--- config.mk ---
export PLATFORM = sky130hd
export DESIGN_NAME = multi_cycle_ctrl
export DESIGN_NICKNAME = d
export VERILOG_FILES = /design/src/rtl/mips_defs_pkg.sv /design/src/rtl/instr_class_dec.sv /design/src/rtl/multi_cycle_ctrl.sv
export SDC_FILE = /design/constraint.sdc
export NUM_CORES = 1
export LEC_CHECK = 0
export ABC_CLOCK_PERIOD_IN_PS = 1300
export CORE_MARGIN = 2
export CORE_UTILIZATION = 36
export CTS_BUF_LIST = sky130_fd_sc_hd__clkbuf_4 sky130_fd_sc_hd__clkbuf_8
export CTS_CLUSTER_SIZE = 28
export DETAILED_ROUTE_END_ITERATION = 8
export HOLD_SLACK_MARGIN = 0.06
export PLACE_DENSITY = 0.81
export SYNTH_ARGS = -nofsm -noshare
export SYNTH_HDL_FRONTEND = slang
export SYNTH_SLANG_ARGS = --single-unit
--- constraint.sdc ---
create_clock -name clk -period 1.3 [get_ports clk]
set_input_delay 0.13 -clock clk [delete_from_list [all_inputs] [get_ports clk]]
set_output_delay 0.13 -clock clk [all_outputs]
set_load 0.01 [all_outputs]
--- src/rtl/mips_defs_pkg.sv ---
// Shared encodings for the multi-cycle MIPS control path: states, opcodes,
// function codes, ALU operations and datapath mux selects.
package mips_defs;

  typedef enum logic [2:0] {
    S_FETCH  = 3'd0,
    S_DECODE = 3'd1,
    S_EXEC   = 3'd2,
    S_MEM_RD = 3'd3,
    S_MEM_WR = 3'd4,
    S_WB     = 3'd5
  } state_t;

  localparam logic [4:0] RA_REG = 5'd31;

  localparam logic [5:0] OP_RTYPE = 6'b000000;
  localparam logic [5:0] OP_ORI   = 6'b001101;
  localparam logic [5:0] OP_LW    = 6'b100011;
  localparam logic [5:0] OP_SW    = 6'b101011;
  localparam logic [5:0] OP_BEQ   = 6'b000100;
  localparam logic [5:0] OP_LUI   = 6'b001111;
  localparam logic [5:0] OP_J     = 6'b000010;
  localparam logic [5:0] OP_JAL   = 6'b000011;

  localparam logic [5:0] F_ADDU = 6'b100001;
  localparam logic [5:0] F_SUBU = 6'b100011;
  localparam logic [5:0] F_JR   = 6'b001000;
  localparam logic [5:0] F_NOP  = 6'b000000;

  localparam logic [3:0] ALU_ADD = 4'd0;
  localparam logic [3:0] ALU_SUB = 4'd1;
  localparam logic [3:0] ALU_OR  = 4'd2;
  localparam logic [3:0] ALU_LUI = 4'd4;

  localparam logic [1:0] PC_SEQ    = 2'd0;
  localparam logic [1:0] PC_BRANCH = 2'd1;
  localparam logic [1:0] PC_JUMP   = 2'd2;
  localparam logic [1:0] PC_REG    = 2'd3;

  localparam logic [1:0] REG_DST_RT = 2'd0;
  localparam logic [1:0] REG_DST_RD = 2'd1;
  localparam logic [1:0] REG_DST_RA = 2'd2;

  localparam logic [1:0] TO_REG_ALU = 2'd0;
  localparam logic [1:0] TO_REG_MEM = 2'd1;
  localparam logic [1:0] TO_REG_PC  = 2'd2;

  localparam logic [1:0] EXT_ZERO = 2'd0;
  localparam logic [1:0] EXT_SIGN = 2'd1;

  typedef struct packed {
    logic addu;
    logic subu;
    logic ori;
    logic lui;
    logic lw;
    logic sw;
    logic beq;
    logic j;
    logic jal;
    logic jr;
    logic nop;
  } instr_flags_t;

endpackage

--- src/rtl/instr_class_dec.sv ---
// Combinational instruction classifier: op/func to one-hot class flags.
// An encoding matching no class is reported as not legal.
module instr_class_dec
  import mips_defs::*;
(
  input  logic [5:0]   i_op,
  input  logic [5:0]   i_func,
  output instr_flags_t o_flags,
  output logic         o_legal
);

  always_comb begin
    o_flags = '0;
    case (i_op)
      OP_RTYPE: begin
        // sll $0,$0,0 (all zeros) is accepted as a nop
        case (i_func)
          F_ADDU:  o_flags.addu = 1'b1;
          F_SUBU:  o_flags.subu = 1'b1;
          F_JR:    o_flags.jr   = 1'b1;
          F_NOP:   o_flags.nop  = 1'b1;
          default: o_flags      = '0;
        endcase
      end
      OP_ORI:  o_flags.ori = 1'b1;
      OP_LUI:  o_flags.lui = 1'b1;
      OP_LW:   o_flags.lw  = 1'b1;
      OP_SW:   o_flags.sw  = 1'b1;
      OP_BEQ:  o_flags.beq = 1'b1;
      OP_J:    o_flags.j   = 1'b1;
      OP_JAL:  o_flags.jal = 1'b1;
      default: o_flags     = '0;
    endcase
    o_legal = |o_flags;
  end

endmodule

--- src/rtl/multi_cycle_ctrl.sv ---
// Multi-cycle MIPS control FSM: sequences FETCH/DECODE/EXEC/MEM/WB with
// wait states on instruction and data memory ready handshakes.
module multi_cycle_ctrl
  import mips_defs::*;
(
  input  logic       clk,
  input  logic       reset_n,
  input  logic [5:0] op,
  input  logic [5:0] func,
  input  logic       zero,
  input  logic       imem_ready,
  input  logic       dmem_ready,
  output logic       ir_write,
  output logic       pc_write,
  output logic [1:0] pc_src,
  output logic       reg_write,
  output logic [1:0] reg_dst,
  output logic [1:0] to_reg,
  output logic       alu_src,
  output logic [1:0] ext_sel,
  output logic [3:0] alu_op,
  output logic       mem_read,
  output logic       mem_write,
  output logic       retire,
  output logic       illegal,
  output logic [2:0] state_o
);

  state_t       r_state;
  state_t       w_next;
  instr_flags_t w_flags;
  logic         w_legal;

  logic       w_irWrite;
  logic       w_pcWrite;
  logic       w_regWrite;
  logic       w_memRead;
  logic       w_memWrite;
  logic       w_retire;
  logic       w_illegal;
  logic       w_clsAluSrc;
  logic [1:0] w_clsExtSel;
  logic [3:0] w_clsAluOp;

  instr_class_dec u_dec (
    .i_op    (op),
    .i_func  (func),
    .o_flags (w_flags),
    .o_legal (w_legal)
  );

  always_ff @(posedge clk or negedge reset_n) begin
    if (!reset_n) r_state <= S_FETCH;
    else          r_state <= w_next;
  end

  // ALU setup per class; reused by EXEC, MEM_RD and WB so the result stays stable.
  always_comb begin
    w_clsAluSrc = 1'b0;
    w_clsExtSel = EXT_ZERO;
    w_clsAluOp  = ALU_ADD;
    if (w_flags.subu || w_flags.beq) w_clsAluOp = ALU_SUB;
    if (w_flags.ori) begin
      w_clsAluSrc = 1'b1;
      w_clsAluOp  = ALU_OR;
    end
    if (w_flags.lui) begin
      w_clsAluSrc = 1'b1;
      w_clsAluOp  = ALU_LUI;
    end
    if (w_flags.lw || w_flags.sw) begin
      w_clsAluSrc = 1'b1;
      w_clsExtSel = EXT_SIGN;
    end
  end

  always_comb begin
    w_next     = r_state;
    w_irWrite  = 1'b0;
    w_pcWrite  = 1'b0;
    w_regWrite = 1'b0;
    w_memRead  = 1'b0;
    w_memWrite = 1'b0;
    w_retire   = 1'b0;
    w_illegal  = 1'b0;
    pc_src     = PC_SEQ;
    reg_dst    = REG_DST_RT;
    to_reg     = TO_REG_ALU;
    alu_src    = 1'b0;
    ext_sel    = EXT_ZERO;
    alu_op     = ALU_ADD;

    case (r_state)
      S_FETCH: begin
        w_irWrite = imem_ready;
        w_pcWrite = imem_ready;
        if (imem_ready) w_next = S_DECODE;
      end
      S_DECODE: begin
        w_next = S_EXEC;
        if (w_flags.j || w_flags.jal) begin
          w_pcWrite = 1'b1;
          pc_src    = PC_JUMP;
          w_retire  = 1'b1;
          w_next    = S_FETCH;
          // jal links on the same edge; the PC still holds PC+4
          if (w_flags.jal) begin
            w_regWrite = 1'b1;
            reg_dst    = REG_DST_RA;
            to_reg     = TO_REG_PC;
          end
        end else if (w_flags.jr) begin
          w_pcWrite = 1'b1;
          pc_src    = PC_REG;
          w_retire  = 1'b1;
          w_next    = S_FETCH;
        end else if (!w_legal || w_flags.nop) begin
          w_illegal = !w_legal;
          w_retire  = 1'b1;
          w_next    = S_FETCH;
        end
      end
      S_EXEC: begin
        alu_src = w_clsAluSrc;
        ext_sel = w_clsExtSel;
        alu_op  = w_clsAluOp;
        if (w_flags.beq) begin
          pc_src    = PC_BRANCH;
          w_pcWrite = zero;
          w_retire  = 1'b1;
          w_next    = S_FETCH;
        end else if (w_flags.lw) begin
          w_next = S_MEM_RD;
        end else if (w_flags.sw) begin
          w_next = S_MEM_WR;
        end else begin
          w_next = S_WB;
        end
      end
      S_MEM_RD: begin
        w_memRead = 1'b1;
        alu_src   = w_clsAluSrc;
        ext_sel   = w_clsExtSel;
        alu_op    = w_clsAluOp;
        if (dmem_ready) w_next = S_WB;
      end
      S_MEM_WR: begin
        w_memWrite = 1'b1;
        if (dmem_ready) begin
          w_retire = 1'b1;
          w_next   = S_FETCH;
        end
      end
      S_WB: begin
        w_regWrite = 1'b1;
        w_retire   = 1'b1;
        alu_src    = w_clsAluSrc;
        ext_sel    = w_clsExtSel;
        alu_op     = w_clsAluOp;
        reg_dst    = (w_flags.addu || w_flags.subu) ? REG_DST_RD : REG_DST_RT;
        to_reg     = w_flags.lw ? TO_REG_MEM : TO_REG_ALU;
        w_next     = S_FETCH;
      end
      default: w_next = S_FETCH;
    endcase
  end

  // Strobes are forced low for the whole reset window, not just after the state clears.
  assign ir_write  = w_irWrite  & reset_n;
  assign pc_write  = w_pcWrite  & reset_n;
  assign reg_write = w_regWrite & reset_n;
  assign mem_read  = w_memRead  & reset_n;
  assign mem_write = w_memWrite & reset_n;
  assign retire    = w_retire   & reset_n;
  assign illegal   = w_illegal  & reset_n;
  assign state_o   = r_state;

endmodule

### After elaboration in Yosys (flattened, before gate mapping)

Index checks and enable logic that the tools add are counted.

* bits of input ports: 17
* register bits after elaboration: 3

* multiplexer cells: 63
* equality and inequality tests: 18
* bitwise gates (word level): 7
* reductions and logical operators: 12

Operators by type and width (number)
* two-way mux 1 bit: 39
* equality test 6 bit, second input constant: 4
* equality test 6 x 4 -> 1 bit, second input constant: 3
* two-way mux 2 bit: 9
* two-way mux 3 bit: 5
* case mux 3 bit (5 select lines): 1
* equality test 6 x 2 -> 1 bit, second input constant: 2
* zero test 6 bit: 2
* two-way mux 4 bit: 3
* case mux 2 bit (2 select lines): 3
* OR reduction 11 bit: 1
* AND 1 bit: 7
* equality test 3 x 2 -> 1 bit, second input constant: 2
* equality test 3 bit, second input constant: 2
* equality test 6 x 3 -> 1 bit, second input constant: 1
* inequality test 2 bit, second input constant: 3
* logical OR 1 bit: 5
* case mux 1 bit (4 select lines): 1
* equality test 3 x 1 -> 1 bit, second input constant: 1
* zero test 3 bit: 1
* case mux 1 bit (3 select lines): 1
* AND reduction 3 bit: 1
* OR reduction 3 bit: 1
* case mux 1 bit (2 select lines): 1
* zero test 1 bit: 1

### Logic depth before layout (Yosys ltp)

* depth in word-level cells: 11
* mapped depth: 5
* gate-level depth less buffers: 4

### Modules after synthesis

From an unflattened synthesis, not the netlist that was laid out.

* cell total of the unflattened synthesis: 96
* area, all modules: 651.9 µm²

Modules (own cells, without submodules)
* multi_cycle_ctrl: cells each 65, sequential area each 75.1 µm², instances 1, area each 436.7 µm²
* instr_class_dec: cells each 31, sequential area each 0.0 µm², instances 1, area each 215.2 µm²

### Worst setup path after synthesis

Ideal clock, no wire load.

* path kind: register -> output
* start: reg r_state[2], in the netlist state_o[2]
* end: out reg_write
* slack: -0.082 ns
* path buffers: 1
* arrival: 1.252 ns
* stages on the path, launching flop included: 6
* required time: 1.170 ns
* path through: dfrtp_1 buf_2 nand2b_1 nor2_1 and3_1 o211a_1

* word-level cells in the longest chain between the ends: 3
* elaborated cells on any way between the ends: 4
* classes of those cells: eq/ne: 2; mux: 1; bitwise: 1

RTL lines
* start, declared: line multi_cycle_ctrl.sv:29 `state_t r_state;`
* start signal, assigned: line multi_cycle_ctrl.sv:54 `else r_state <= w_next;`
* equality test 3 bit / equality test 3 x 1 -> 1 bit (equally long branches): line multi_cycle_ctrl.sv:93 `case (r_state)`
* case mux 1 bit (2 select lines) (*): line multi_cycle_ctrl.sv:93
* AND 1 bit (*): line multi_cycle_ctrl.sv:171 `assign reg_write = w_regWrite & reset_n;`
* end, declared: line multi_cycle_ctrl.sv:16 `output logic reg_write,`

Mark *: on every way between the ends. The rest lies on a longest branch, timed or not.

### Final worst setup path

* start: reg r_state[1], in the netlist state_o[1]
* end: out ext_sel[0]

* word-level cells in the longest chain between the ends: 3
* elaborated cells on any way between the ends: 5
* classes of those cells: eq/ne: 3; mux: 1; reduce/logical: 1

RTL lines
* equality test 3 x 2 -> 1 bit / equality test 3 bit (equally long branches): line multi_cycle_ctrl.sv:93
* OR reduction 3 bit (no line) (*)
* two-way mux 1 bit (*): line multi_cycle_ctrl.sv:93
* end, declared: line multi_cycle_ctrl.sv:20 `output logic [1:0] ext_sel,`

Marked as above.

==> results_dict.tcl <==
set metrics [dict create \
    overflow 0 \
    vias_per_cell 6.65 \
    status "finished with violations" \
    seq_area_frac_synth_pct 12.5 \
    grt_pass1_wl_um 5020 \
    drt_iter0_markers 71 \
    dr.pass1.iters 4 \
    antenna_found_initial 0 \
    post_synth_fa_ha_maj_area_fraction_pct 0 \
    cts.clk_slew.worst_paths_ns 0.05 \
    synth-seq-cells 3 \
    path_cells "nand3b_1 -> nand2_2 -> nand3b_1 -> nor2_2 -> buf_2" \
    r2r_cells 6 \
    fmax_ghz 0.606 \
    grt_pass1_vias 1136 \
    tritoncts "done" \
    synthToLayoutAreaGrowth_pct 146 \
    regToRegEndpoint "state_o[0]$_DFFE_PN0P_" \
    track_usage_pct 34.0 \
    worstPathRequired_ns 1.17 \
    sequentialPowerShare_pct 14.6 \
    layout.nets 191 \
    period_minus_slack_ns 1.65 \
    grt_max_degree 9 \
    critPathMaxFanout 5 \
    dieArea_um2 2010 \
    r2r_start "state_o[1]$_DFFE_PN0P_" \
    root_buffer "clkbuf_4" \
    diodes 0 \
    syn_avg_cell_area_um2 7.05 \
    critPathCaptureType "output port" \
    clock_skew_ns 0.00584 \
    final_antenna_net_count 0 \
    ios 40 \
    critPathKind "reg -> out" \
    postSynthCellCount 85 \
    grtUsageMet1_pct 35.9 \
    cp.arrival_ns 1.52 \
    ys.flop_type "dfrtp_1" \
    met3_usage_pct 6.40 \
    critPathSlowestCell "dfrtp_2" \
    setup_ws_ns -0.351 \
    max-vdd-ir-drop_uv 306 \
    min_period_over_period_pct 127 \
    timing.hold.ws_ns 0.221 \
    vias 1257 \
    violations "setup timing" \
    hold_class "in -> async" \
    start_util_pct 38.9 \
    die_x_um 44.8 \
    drive_gt1_share_pct 67.1 \
    critPathMaxStageDelay_ns 0.46 \
    die_y_um 44.8 \
    synth_compound_area_share_pct 23.8 \
    use_met2_pct 62.0 \
    clock_latency_ns 0.24 \
    p_leak_nw 0.776 \
    cap_violations 0 \
    muxShareOfSynthArea_pct 0 \
    synth.cell_area_um2 599 \
    routedWlPerCell_um 23.1 \
    port_buffers 37 \
    critPathLaunchType "flop" \
    power_frac_comb_pct 60.9 \
    p_switching_uw 319 \
    rows 14 \
    clkPwrFrac_pct 24.5 \
    synth_edf_count 0 \
    cts.sinks 3 \
    cts_buffers 3 \
    rsz0062_at_grt "yes" \
    synth_xor_area_share_pct 0 \
    path_common_cell "nand3b_1" \
    largest_register_ffs 3 \
    power.internal_uw 486 \
    routed_wl_um 4370 \
    yosysWarnings 0 \
    htree_levels 1 \
    drc_errors 0 \
    synth_simple_gate_area_share_pct 54.3 \
    switching_share_pct 39.6 \
    async_reset_ff_share_pct 100 \
    clk_path_buf_depth 2 \
    drv_slew 0 \
    coreArea_um2 1540 \
    fin_tns_setup_ns -4.84 \
    power_density_nw_per_um2 546 \
    final_hold_viol_count 0 \
    top_usage_layer "met2" \
    setup_viol 20 \
    yosysUniqueCellTypes 35 \
    place_congestion 0.799 \
    synth_top_family_by_area "simple AND/OR/NAND/NOR gates" \
    rrSetupSlack_ns -0.02 \
    dp_hpwl_um 1900 \
]
[cell usage in the layout (no fill, tap or decap), drive strengths merged, types with 4 or more instances in the layout]
cell type	n
a21oi	5
and3	6
buf	74
clkbuf	8
clkdlybuf4s50	4
dlygate4sd2	5
inv	4
nand2	7
nor2	13
nor2b	5
nor3	4
[how the worst max path moves through the flow]
stage                            from          to  cells past startpoint
2_1_floorplan  state_o[2]$_DFFE_PN0P_   reg_write                      5
3_3_place_gp                    op[3]   pc_src[0]                      6
3_5_place_dp                    op[3]    pc_write                      6
4_1_cts        state_o[0]$_DFFE_PN0P_      retire                      6
5_1_grt        state_o[1]$_DFFE_PN0P_   alu_op[1]                      6
6_report       state_o[1]$_DFFE_PN0P_  ext_sel[0]                      5
[stage by stage]
stage | setup slack, ns | power [mW] | std cells | util, % | cell area (um2)
2_1_floorplan | 0.000126 | 0.255 | 86 | - | 622
3_3_place_gp | -0.796 | 0.449 | 167 | 79.4 | 1220
3_5_place_dp | -0.827 | 0.461 | 167 | 79.4 | 1220
4_1_cts | -0.263 | 0.692 | 184 | 88.3 | 1360
5_1_grt | -0.385 | 0.830 | 189 | 95.7 | 1480
6_report | -0.351 | 0.805 | 189 | 95.7 | 1480
[area by class of cell]
cell class,instances,area (um2)
multi-input combinational,73,619
sequential,3,78.8
fill,39,66.3
timing repair buffer,89,709
clock buffer,4,30.0
inverter,4,17.5
tap,16,20.0
[power by group through the flow]
stage	Clock, mW	Sequential [mW]	Combinational (mW)
floorplan	0	0.112	0.143
global placement	0	0.126	0.323
detailed placement	0	0.126	0.335
CTS	0.194	0.112	0.386
global route	0.204	0.118	0.509
finish	0.198	0.117	0.490
[cells in the mapped netlist (2+ instances only)]
master / instances / area share, %
nor2_1: 13 / 8.1
nand2_1: 7 / 4.4
and3_1: 6 / 6.3
a21oi_1: 5 / 4.2
nor2b_1: 5 / 5.2
inv_1: 4 / 2.5
buf_2: 3 / 2.5
buf_4: 3 / 3.8
dfrtp_1: 3 / 13
nand2b_1: 3 / 3.1
nor3_1: 3 / 2.5
a31oi_1: 2 / 2.1
and3b_1: 2 / 2.9
and4_1: 2 / 2.9
nand3_1: 2 / 1.7
nand3b_1: 2 / 2.5
o211a_1: 2 / 3.3
[timing repair]
action / CTS / global route
hold endpoints to repair: 0 / 0
resized for setup: 129 / 43
buffers inserted: 13 / 8
hold buffers: 0 / 0
gates cloned: 0 / 0
endpoints found under the setup margin: 24 / 20
pin swaps: 17 / 20
[routing by layer]
metal | routed length, um | up-vias
met5 | 0 | -
met2 | 2050 | 157
met4 | 434 | 0
met3 | 528 | 56
met1 | 1360 | 556
li1 | - | 488
[worst max-delay path, delay by kind of cell (launching register included)]
family | cells | cell delay, ns
buffers and inverters | 1 | 0.14
flip-flops | 1 | 0.46
AND/OR/NAND/NOR | 4 | 0.68
[logic make-up (layout without fill, tap and decap cells)]
group	after synthesis	in the layout
AND/OR/NAND/NOR	52	52
AO/OA/AOI/OAI	19	19
buffers and inverters	10	97
flip-flops	3	3
other	1	2
No activity file was read; power rests on OpenSTA's default activity.
